==> src/rtl/multicycle_controller_pkg.sv <==
// Shared definitions for the multicycle RV32I controller: FSM state encoding,
// opcode constants, ALU operation classes, alu_ctrl codes and datapath mux
// select codes.
// Build option: CTRL_ILLEGAL_TRAP_EN adds the HALT state used for illegal opcodes.
package multicycle_controller_pkg;

    typedef enum logic [3:0] {
        S_FETCH    = 4'd0,
        S_DECODE   = 4'd1,
        S_MEMADR   = 4'd2,
        S_MEMREAD  = 4'd3,
        S_MEMWB    = 4'd4,
        S_MEMWRITE = 4'd5,
        S_EXECR    = 4'd6,
        S_EXECI    = 4'd7,
        S_ALUWB    = 4'd8,
        S_BEQ      = 4'd9,
        S_JAL      = 4'd10
`ifdef CTRL_ILLEGAL_TRAP_EN
        ,S_HALT    = 4'd11
`endif
    } state_t;

    typedef enum logic [1:0] {
        ALUOP_ADD   = 2'b00,
        ALUOP_SUB   = 2'b01,
        ALUOP_FUNCT = 2'b10
    } alu_op_t;

    localparam logic [6:0] OP_LOAD   = 7'b0000011;
    localparam logic [6:0] OP_STORE  = 7'b0100011;
    localparam logic [6:0] OP_RTYPE  = 7'b0110011;
    localparam logic [6:0] OP_ITYPE  = 7'b0010011;
    localparam logic [6:0] OP_BRANCH = 7'b1100011;
    localparam logic [6:0] OP_JAL    = 7'b1101111;

    localparam logic [2:0] ALU_ADD = 3'b010;
    localparam logic [2:0] ALU_SUB = 3'b110;
    localparam logic [2:0] ALU_AND = 3'b000;
    localparam logic [2:0] ALU_OR  = 3'b001;
    localparam logic [2:0] ALU_SLT = 3'b111;

    localparam logic [1:0] RES_ALUOUT    = 2'b00;
    localparam logic [1:0] RES_DATA      = 2'b01;
    localparam logic [1:0] RES_ALURESULT = 2'b10;

    localparam logic [1:0] SRCA_PC    = 2'b00;
    localparam logic [1:0] SRCA_OLDPC = 2'b01;
    localparam logic [1:0] SRCA_RD1   = 2'b10;

    localparam logic [1:0] SRCB_RD2  = 2'b00;
    localparam logic [1:0] SRCB_IMM  = 2'b01;
    localparam logic [1:0] SRCB_FOUR = 2'b10;

    localparam logic [1:0] IMM_I = 2'b00;
    localparam logic [1:0] IMM_S = 2'b01;
    localparam logic [1:0] IMM_B = 2'b10;
    localparam logic [1:0] IMM_J = 2'b11;

endpackage

==> src/rtl/multicycle_controller_if.sv <==
// Controller <-> datapath connection bundle.
//   master: controller side (reads instruction fields and zero, drives controls)
//   slave : datapath side
// Fields: opcode/funct3/funct7b5/zero from the datapath; pc_write, adr_src,
// mem_write, ir_write, result_src, alu_src_a, alu_src_b, imm_src, reg_write,
// alu_ctrl, illegal_insn to the datapath.
interface multicycle_controller_if;
    logic [6:0] opcode;
    logic [2:0] funct3;
    logic       funct7b5;
    logic       zero;
    logic       pc_write;
    logic       adr_src;
    logic       mem_write;
    logic       ir_write;
    logic [1:0] result_src;
    logic [1:0] alu_src_a;
    logic [1:0] alu_src_b;
    logic [1:0] imm_src;
    logic       reg_write;
    logic [2:0] alu_ctrl;
    logic       illegal_insn;

    modport master (
        input  opcode, funct3, funct7b5, zero,
        output pc_write, adr_src, mem_write, ir_write, result_src,
               alu_src_a, alu_src_b, imm_src, reg_write, alu_ctrl, illegal_insn
    );

    modport slave (
        output opcode, funct3, funct7b5, zero,
        input  pc_write, adr_src, mem_write, ir_write, result_src,
               alu_src_a, alu_src_b, imm_src, reg_write, alu_ctrl, illegal_insn
    );
endinterface

==> src/rtl/multicycle_controller_alu_decoder.sv <==
// Combinational ALU decoder: maps the FSM's operation class plus instruction
// fields to the 3-bit alu_ctrl code.
// Ports: alu_op (class), funct3, op5 (opcode[5]), funct7b5 -> alu_ctrl.
module multicycle_controller_alu_decoder
    import multicycle_controller_pkg::*;
(
    input  alu_op_t    alu_op,
    input  logic [2:0] funct3,
    input  logic       op5,
    input  logic       funct7b5,
    output logic [2:0] alu_ctrl
);
    always_comb begin
        alu_ctrl = ALU_ADD;
        case (alu_op)
            ALUOP_ADD: alu_ctrl = ALU_ADD;
            ALUOP_SUB: alu_ctrl = ALU_SUB;
            ALUOP_FUNCT: begin
                case (funct3)
                    // op5 separates R-type from I-type so addi never becomes sub
                    3'b000:  alu_ctrl = (op5 && funct7b5) ? ALU_SUB : ALU_ADD;
                    3'b010:  alu_ctrl = ALU_SLT;
                    3'b110:  alu_ctrl = ALU_OR;
                    3'b111:  alu_ctrl = ALU_AND;
                    default: alu_ctrl = ALU_ADD;
                endcase
            end
            default: alu_ctrl = ALU_ADD;
        endcase
    end
endmodule

==> src/rtl/multicycle_controller.sv <==
// Multicycle RV32I control unit: Moore FSM, output decode, imm_src decode and
// ALU decoder instance.
// Ports: clk, reset (synchronous, active high), bus (master modport of
// multicycle_controller_if carrying instruction fields in, controls out).
// Build option: CTRL_ILLEGAL_TRAP_EN -- unsupported opcodes park the FSM in HALT
// and raise illegal_insn until reset; otherwise they execute as a nop.
//
// state    | meaning
// FETCH    | read instruction, PC <= PC+4
// DECODE   | compute branch target, dispatch on opcode
// MEMADR   | effective address for lw/sw
// MEMREAD  | read data memory
// MEMWB    | write loaded data to rd
// MEMWRITE | write data memory
// EXECR    | R-type ALU operation
// EXECI    | I-type ALU operation
// ALUWB    | write ALU result to rd
// BEQ      | compare, take branch if zero
// JAL      | PC <= target, compute return address
// HALT     | illegal opcode trap (CTRL_ILLEGAL_TRAP_EN only)
module multicycle_controller
    import multicycle_controller_pkg::*;
(
    input  logic                     clk,
    input  logic                     reset,
    multicycle_controller_if.master  bus
);
    state_t  state, state_next, state_eff;
    alu_op_t alu_op;
    logic    pc_update, branch, mem_write_i, ir_write_i, reg_write_i;

    always_ff @(posedge clk) begin
        if (reset) state <= S_FETCH;
        else       state <= state_next;
    end

    // During reset the selects show FETCH values; enables are gated below.
    assign state_eff = reset ? S_FETCH : state;

    always_comb begin
        state_next     = state;
        pc_update      = 1'b0;
        branch         = 1'b0;
        mem_write_i    = 1'b0;
        ir_write_i     = 1'b0;
        reg_write_i    = 1'b0;
        bus.adr_src    = 1'b0;
        bus.result_src = RES_ALUOUT;
        bus.alu_src_a  = SRCA_PC;
        bus.alu_src_b  = SRCB_RD2;
        alu_op         = ALUOP_ADD;
        case (state_eff)
            S_FETCH: begin
                ir_write_i     = 1'b1;
                bus.alu_src_b  = SRCB_FOUR;
                bus.result_src = RES_ALURESULT;
                pc_update      = 1'b1;
                state_next     = S_DECODE;
            end
            S_DECODE: begin
                bus.alu_src_a = SRCA_OLDPC;
                bus.alu_src_b = SRCB_IMM;
                case (bus.opcode)
                    OP_LOAD, OP_STORE: state_next = S_MEMADR;
                    OP_RTYPE:          state_next = S_EXECR;
                    OP_ITYPE:          state_next = S_EXECI;
                    OP_BRANCH:         state_next = S_BEQ;
                    OP_JAL:            state_next = S_JAL;
`ifdef CTRL_ILLEGAL_TRAP_EN
                    default:           state_next = S_HALT;
`else
                    default:           state_next = S_FETCH;
`endif
                endcase
            end
            S_MEMADR: begin
                bus.alu_src_a = SRCA_RD1;
                bus.alu_src_b = SRCB_IMM;
                state_next    = (bus.opcode == OP_LOAD) ? S_MEMREAD : S_MEMWRITE;
            end
            S_MEMREAD: begin
                bus.adr_src = 1'b1;
                state_next  = S_MEMWB;
            end
            S_MEMWB: begin
                bus.result_src = RES_DATA;
                reg_write_i    = 1'b1;
                state_next     = S_FETCH;
            end
            S_MEMWRITE: begin
                bus.adr_src = 1'b1;
                mem_write_i = 1'b1;
                state_next  = S_FETCH;
            end
            S_EXECR: begin
                bus.alu_src_a = SRCA_RD1;
                alu_op        = ALUOP_FUNCT;
                state_next    = S_ALUWB;
            end
            S_EXECI: begin
                bus.alu_src_a = SRCA_RD1;
                bus.alu_src_b = SRCB_IMM;
                alu_op        = ALUOP_FUNCT;
                state_next    = S_ALUWB;
            end
            S_ALUWB: begin
                reg_write_i = 1'b1;
                state_next  = S_FETCH;
            end
            S_BEQ: begin
                bus.alu_src_a = SRCA_RD1;
                alu_op        = ALUOP_SUB;
                branch        = 1'b1;
                state_next    = S_FETCH;
            end
            S_JAL: begin
                bus.alu_src_a = SRCA_OLDPC;
                bus.alu_src_b = SRCB_FOUR;
                pc_update     = 1'b1;
                state_next    = S_ALUWB;
            end
`ifdef CTRL_ILLEGAL_TRAP_EN
            S_HALT: state_next = S_HALT;
`endif
            default: state_next = S_FETCH;
        endcase
    end

    assign bus.pc_write  = !reset && (pc_update || (branch && bus.zero));
    assign bus.mem_write = !reset && mem_write_i;
    assign bus.ir_write  = !reset && ir_write_i;
    assign bus.reg_write = !reset && reg_write_i;

`ifdef CTRL_ILLEGAL_TRAP_EN
    assign bus.illegal_insn = !reset && (state == S_HALT);
`else
    assign bus.illegal_insn = 1'b0;
`endif

    always_comb begin
        bus.imm_src = IMM_I;
        case (bus.opcode)
            OP_STORE:  bus.imm_src = IMM_S;
            OP_BRANCH: bus.imm_src = IMM_B;
            OP_JAL:    bus.imm_src = IMM_J;
            default:   bus.imm_src = IMM_I;
        endcase
    end

    multicycle_controller_alu_decoder u_alu_decoder (
        .alu_op   (alu_op),
        .funct3   (bus.funct3),
        .op5      (bus.opcode[5]),
        .funct7b5 (bus.funct7b5),
        .alu_ctrl (bus.alu_ctrl)
    );
endmodule

==> src/flat_wrapper.sv <==
// flat-port wrapper written by rule: the top's interface ports become plain ports
module multicycle_controller_flat import multicycle_controller_pkg::*;
  (clk, reset, bus_opcode, bus_funct3, bus_funct7b5, bus_zero, bus_pc_write, bus_adr_src, bus_mem_write, bus_ir_write, bus_result_src, bus_alu_src_a, bus_alu_src_b, bus_imm_src, bus_reg_write, bus_alu_ctrl, bus_illegal_insn);
  multicycle_controller_if bus_i ();
  input  logic clk;
  input  logic reset;
  input wire logic [$bits(bus_i.opcode)-1:0] bus_opcode;
  input wire logic [$bits(bus_i.funct3)-1:0] bus_funct3;
  input wire logic [$bits(bus_i.funct7b5)-1:0] bus_funct7b5;
  input wire logic [$bits(bus_i.zero)-1:0] bus_zero;
  output wire logic [$bits(bus_i.pc_write)-1:0] bus_pc_write;
  output wire logic [$bits(bus_i.adr_src)-1:0] bus_adr_src;
  output wire logic [$bits(bus_i.mem_write)-1:0] bus_mem_write;
  output wire logic [$bits(bus_i.ir_write)-1:0] bus_ir_write;
  output wire logic [$bits(bus_i.result_src)-1:0] bus_result_src;
  output wire logic [$bits(bus_i.alu_src_a)-1:0] bus_alu_src_a;
  output wire logic [$bits(bus_i.alu_src_b)-1:0] bus_alu_src_b;
  output wire logic [$bits(bus_i.imm_src)-1:0] bus_imm_src;
  output wire logic [$bits(bus_i.reg_write)-1:0] bus_reg_write;
  output wire logic [$bits(bus_i.alu_ctrl)-1:0] bus_alu_ctrl;
  output wire logic [$bits(bus_i.illegal_insn)-1:0] bus_illegal_insn;
  assign bus_i.opcode = bus_opcode;
  assign bus_i.funct3 = bus_funct3;
  assign bus_i.funct7b5 = bus_funct7b5;
  assign bus_i.zero = bus_zero;
  assign bus_pc_write = bus_i.pc_write;
  assign bus_adr_src = bus_i.adr_src;
  assign bus_mem_write = bus_i.mem_write;
  assign bus_ir_write = bus_i.ir_write;
  assign bus_result_src = bus_i.result_src;
  assign bus_alu_src_a = bus_i.alu_src_a;
  assign bus_alu_src_b = bus_i.alu_src_b;
  assign bus_imm_src = bus_i.imm_src;
  assign bus_reg_write = bus_i.reg_write;
  assign bus_alu_ctrl = bus_i.alu_ctrl;
  assign bus_illegal_insn = bus_i.illegal_insn;
  multicycle_controller u_core (.clk(clk), .reset(reset), .bus(bus_i));
endmodule
==> config.mk <==
export PLATFORM = sky130hd
export DESIGN_NAME = multicycle_controller_flat
export DESIGN_NICKNAME = d
export VERILOG_FILES = /design/src/rtl/multicycle_controller_pkg.sv /design/src/rtl/multicycle_controller_if.sv /design/src/rtl/multicycle_controller_alu_decoder.sv /design/src/rtl/multicycle_controller.sv /design/src/flat_wrapper.sv
export SDC_FILE = /design/constraint.sdc
export NUM_CORES = 1
export LEC_CHECK = 0
export CORE_MARGIN = 4
export CORE_UTILIZATION = 42
export CTS_BUF_LIST = sky130_fd_sc_hd__clkbuf_4
export CTS_CLUSTER_DIAMETER = 150
export CTS_CLUSTER_SIZE = 30
export DETAILED_ROUTE_END_ITERATION = 6
export HOLD_SLACK_MARGIN = 0.06
export PLACE_DENSITY = 0.87
export SLEW_MARGIN = 10
export SYNTH_ARGS = -nofsm -noshare
export SYNTH_HDL_FRONTEND = slang
export SYNTH_SLANG_ARGS = --single-unit
==> constraint.sdc <==
create_clock -name clk -period 5.21 [get_ports clk]
set_clock_uncertainty 0.15 [all_clocks]
set_input_delay 1.042 -clock clk [delete_from_list [all_inputs] [get_ports clk]]
set_output_delay 1.042 -clock clk [all_outputs]
set_load 0.02 [all_outputs]
# ---- After elaboration in Yosys (flattened, before gate mapping)
# Cells that the tools add are included.
dict set report word_totals {
  regBits 4
}
dict set report classes {
  eq_ne 21
  muxes 18
  n_reduce_logical 19
}
# op n
set op_table {}
lappend op_table {{4-bit case mux with 5 select lines} 2}
lappend op_table {{4-bit by 3-bit equality test with 1-bit output, second input constant} 4}
lappend op_table {{2-bit case mux with 2 select lines} 4}
lappend op_table {{7-bit by 6-bit equality test with 1-bit output, second input constant} 2}
lappend op_table {{7-bit equality test, second input constant} 2}
lappend op_table {{4-bit equality test, second input constant} 3}
lappend op_table {{3-bit case mux with 4 select lines} 1}
lappend op_table {{2-bit OR reduction} 6}
lappend op_table {{4-bit by 2-bit equality test with 1-bit output, second input constant} 2}
lappend op_table {{7-bit by 2-bit equality test with 1-bit output, second input constant} 1}
lappend op_table {{7-bit by 5-bit equality test with 1-bit output, second input constant} 1}
lappend op_table {{3-bit equality test, second input constant} 2}
lappend op_table {{1-bit logical AND} 6}
lappend op_table {{1-bit two-way mux} 6}
lappend op_table {{3-bit two-way mux} 2}
lappend op_table {{2-bit case mux with 3 select lines} 1}
lappend op_table {{3-bit case mux with 2 select lines} 1}
lappend op_table {{3-bit OR reduction} 2}
lappend op_table {{4-bit by 1-bit equality test with 1-bit output, second input constant} 1}
lappend op_table {{4-bit zero test} 1}
lappend op_table {{4-bit two-way mux} 1}
lappend op_table {{4-bit OR reduction} 1}
lappend op_table {{3-bit by 2-bit equality test with 1-bit output, second input constant} 1}
lappend op_table {{3-bit zero test} 1}
lappend op_table {{other kinds (4)} 4}

# ---- Logic depth before layout (Yosys ltp)
dict set report depth {
  ltp_word 6
  ltp_mapped 7
}

# ---- Cells and area by module
# A second synthesis with hierarchy kept.
dict set report unflattened {
  cells_unflattened 83
  hier_area_um2 584.3
}
# mod n_inst cells_each area_each_um2
set modules_own_cells {}
lappend modules_own_cells {multicycle_controller 1 72 505.5}
lappend modules_own_cells {multicycle_controller_alu_decoder 1 11 78.8}

# ---- Worst setup path before layout
# OpenSTA, ideal clock, no wires.
dict set report synth_path {
  path_kind {input-to-output}
  start {input port reset}
  end {output port bus_alu_ctrl[2]}
  t_arrival_ns 2.190
  required_ns 4.018
  path_slack_ns 1.828
  stages 7
  cell_sequence {clkbuf_1 -> nor2b_1 -> nand3_1 -> ha_1 -> nor4b_1 -> nor2_1 -> nor2_1}
}
dict set report synth_between {
  elab_chain_len 6
}
# element line
set synth_lines {}
lappend synth_lines {{start, declared} flat_wrapper.sv:6} ;# input logic reset;
lappend synth_lines {{4-bit two-way mux (*)} multicycle_controller.sv:38} ;# assign state_eff = reset ? S_FETCH : state;
lappend synth_lines {{4-bit by 3-bit equality test with 1-bit output} multicycle_controller.sv:52} ;# case (state_eff)
lappend synth_lines {{2-bit OR reduction (no source line)} -}
lappend synth_lines {{2-bit case mux with 2 select lines (*)} multicycle_controller.sv:52}
lappend synth_lines {{2-bit equality test / 2-bit by 1-bit equality test with 1-bit output (equally long branches)} multicycle_controller_alu_decoder.sv:15} ;# case (alu_op)
lappend synth_lines {{3-bit case mux with 2 select lines (*)} multicycle_controller_alu_decoder.sv:15}
lappend synth_lines {{end, declared} flat_wrapper.sv:20} ;# output wire logic [$bits(bus_i.alu_ctrl)-1:0] bus_alu_ctrl;
# Mark *: on every way between the ends. The rest lies on a longest branch, timed or not.

# ---- Worst setup path after layout
# Ends and elaborated chain as after synthesis.

==> reports/summary.md <==
The final number of hold-violating endpoints was 0. In this run the remaining antenna-violating nets after routing total 0. The post-placement cell area was 823 um2; the count of port buffers added during placement was 29.

The commonest cells after synthesis are nor2_1, nor3_1, a21oi_1, nand2b_1, nand2_1. The die covers 1940 um2. TritonCTS built the clock tree.

The final-layout setup total negative slack was 0 ns; the slew of the pin with the lowest slew margin was 0.561 ns. The number of distinct standard cells referenced by the synthesized netlist came out at 33. The run finished with clean final reports. VDD sags by at most 237 uV.

Per report_power, the combinational group accounts for 33.0% of the total. The async set-or-reset flop fraction in the synthesized netlist was 0%; the cell area after technology mapping was 547 um2. The core utilization of the finished layout is 72.2%. Walking the worst path, the cells encountered are clkdlybuf4s50_1 > nand2b_1 > nor2_1 > ha_1 > nor4b_1 > nor2_1 > nor2_1 > clkdlybuf4s50_1. The post-route netlist has 3.64% of its cells at a drive strength greater than 1. Once the floorplan was initialized, standard cells occupied 46.7% of the core.

At the end of routability-driven placement, the weighted congestion stood at 0.733. The starting DRC count in detailed routing is 6, and the signed area change from the synthesized netlist to the final layout is 54.7%. The number of violations of the max-capacitance limit was 0. In this run the most critical hold path is launched from u_core.state[0].

Counting along the longest clock path gives a buffer depth of 2. The die is 44.1 um wide. Detailed placement finished with a half-perimeter wire length of 1.21 mm. The synthesized area per cell is 6.43 um2.

Largest register by flop count: u_core.state. The startpoint-to-endpoint class of the critical path was input port to output pin. After filler insertion, the fill cell instance count of the layout stands at 120. Most repeated library cell on the critical path: nor2_1. Per report_power, the sequential group accounts for 31.7% of the total.

The largest registers in the layout are u_core.state (4). The post-CTS repair timing setup buffer count was 0. Of the post-synthesis cell area, the dominant cell type holds 14.6%.

The synthesized design contains 0 enable-type register cells. The first detailed-routing pass took 6 iterations. The number of global-route vias before repair was 598. Gates resized during post-CTS repair numbered 0.

Total clock buffers created by CTS: 3. The count of final max-slew check failures was 0; the normalized max-slew margin was 62.6%. The tools report the number of vias in the routed layout as 680. The path class of the tightest hold or removal check is register to register.

The total buffers and inverters traversed by the critical path is 2, and the flip-flop count of the largest register after layout is 4. The run gives 1.49 mm as the final routed wirelength across all metal layers. The logs give 1 for the depth of the CTS H-tree and 101 for the post-synthesis net count. The share of the Yosys chip area taken by registers is 14.6%. For this run, the slowest stage of the critical path takes 0.62 ns. The root cell of the clock tree is clkbuf_4. The category of cells accounting for the largest share of critical-path delay is buffers and inverters.

The run gives 128 as the layout net count. In this run the worst path has a maximum fanout of 12. Of all cell types, the one taking the most synthesized area is dfxtp_1. For the worst setup path, the data required time is 4.02 ns. The startpoint type of the worst setup path was an input port.

Of the total power, the share spent switching nets is 29.5%. The part of the total power dissipated in the clock network is 35.3%. The tools report the nature of the critical path endpoint as an output pin. The post-synthesis register bit count was 4. The pre-CTS worst setup slack was 0.715 ns; the post-layout instance area was 846 um2. The power spent charging and discharging nets is 32.1 uW. The startpoint identified for the worst register-to-register timing path is u_core.state[0]. Across every metal layer, demand over resource in global routing totals 15.5%.

After global routing the overflow that remains totals 0. Once routing completed, OpenROAD measured the worst setup slack at 0.726 ns. The critical path starts at reset. The most frequently used flop master after synthesis is dfxtp_1. The core region is 1170 um2.

By area the synthesized netlist is led by dfxtp_1, nor3_1, nor2_1. The logs give 0.318 nW for the static leakage power and 0 for the number of antenna violations at the first check in global routing. The die is 44.1 um tall. The latest clock arrival within the worst-skew pair was 0.24 ns; the number of buffers added to fix hold violations after cts was 0. 0 antenna diodes ended up in the layout.

The tools report the floorplan row count as 12. The DRC violations left came out at 0. The first global-routing pass estimated 2.33 mm of wire.

The run gives 31 as the number of primary I/O pins. Dividing total power by cell area gives a power density of 129 nW/um2. After layout, the worst path uses 86.1% of the clock period. The maximum number of pins on one net before global-route repair was 19. Setup repair after global routing left no endpoint under its margin. The critical path arrival came out at 3.29 ns. The internal power of the cells totals 76.8 uW. Setup violations remaining at the end of the flow were counted as 0. After detailed routing, the average wire length per cell comes to 12.0 um.

For this run, the number of Yosys warnings is 0. Subtracting the final worst setup slack from the clock period gives 4.48 ns. Clock tree synthesis found a total of 4 sinks. The cell type of the slowest stage on the worst timing path was clkdlybuf4s50_1.

After clock tree synthesis, the clock-pin slew on the worst setup and hold paths is 0.03 ns. For this run, the top clock speed supported by timing is 223 MHz. The cell count after synthesis came out at 85.

Using the TritonRoute via totals, the vias-per-cell ratio works out to 5.48.
final cells by class:
class,instances,area [um2],share of cell area [%]
Clock buffer,3,22.5,2.66
Tap cell,14,17.5,2.07
Inverter,3,11.3,1.33
Multi-Input combinational cell,71,424,50.1
Timing Repair Buffer,29,290,34.3
Sequential cell,4,80.1,9.47
through the flow:
step	hold WS (ns)	total power, mW	instances
2_1_floorplan	0.374	0.0517	85
4_1_cts	0.576	0.109	124
3_3_place_gp	0.545	0.0699	121
5_1_grt	0.638	0.115	124
3_5_place_dp	0.570	0.0709	121
6_report	0.570	0.109	124
per-layer routing:
metal | vias up | routed length [um] | global-route usage [%]
li1 | 355 | - | -
met2 | 24 | 713 | 27.6
met3 | 4 | 109 | 4.47
met1 | 297 | 632 | 16.6
met5 | - | 0 | 0
met4 | 0 | 31 | 7.23
kinds of logic after synthesis:
logic type               synth area share (%)
AND/OR/NAND/NOR                          46.5
AO/OA/AOI/OAI                            19.2
adder cells (fa/ha/maj)                  4.58
multiplexers                             1.83
flip-flops                               14.6
buffers and inverters                    7.78
XOR/XNOR                                 4.81
other                                   0.686
worst paths after layout:
check                    endpoint  slack [ns]  cells past startpoint
hold reg to reg   u_core.state[0]        0.57                      1
setup reg to reg  u_core.state[0]        3.60                      4
setup / recovery  bus_alu_ctrl[2]        0.73                      8
hold / removal    u_core.state[0]        0.57                      1
placed cells by master (no fill, tap or decap), drive strengths merged, types with 2 or more instances in the layout:
cell type and count:
a21oi 6, nand2 5, clkdlybuf4s50 29, nand2b 6, inv 3, nor4 3, dfxtp 4, ha 2
nor2 11, nand3 3, clkbuf 3, nor2b 3, a31oi 2, nor3 11, or3 2, xnor2 2
power by group through the flow:
stage / logic, mW / clock network, mW / registers (mW)
final: 0.0360 / 0.0385 / 0.0345
after global routing: 0.0385 / 0.0414 / 0.0347
after floorplan: 0.0196 / 0 / 0.0321
after CTS: 0.0361 / 0.0390 / 0.0344
after detailed placement: 0.0360 / 0 / 0.0349
after global placement: 0.0351 / 0 / 0.0347
Note: power is estimated with default switching activity, not from simulation.
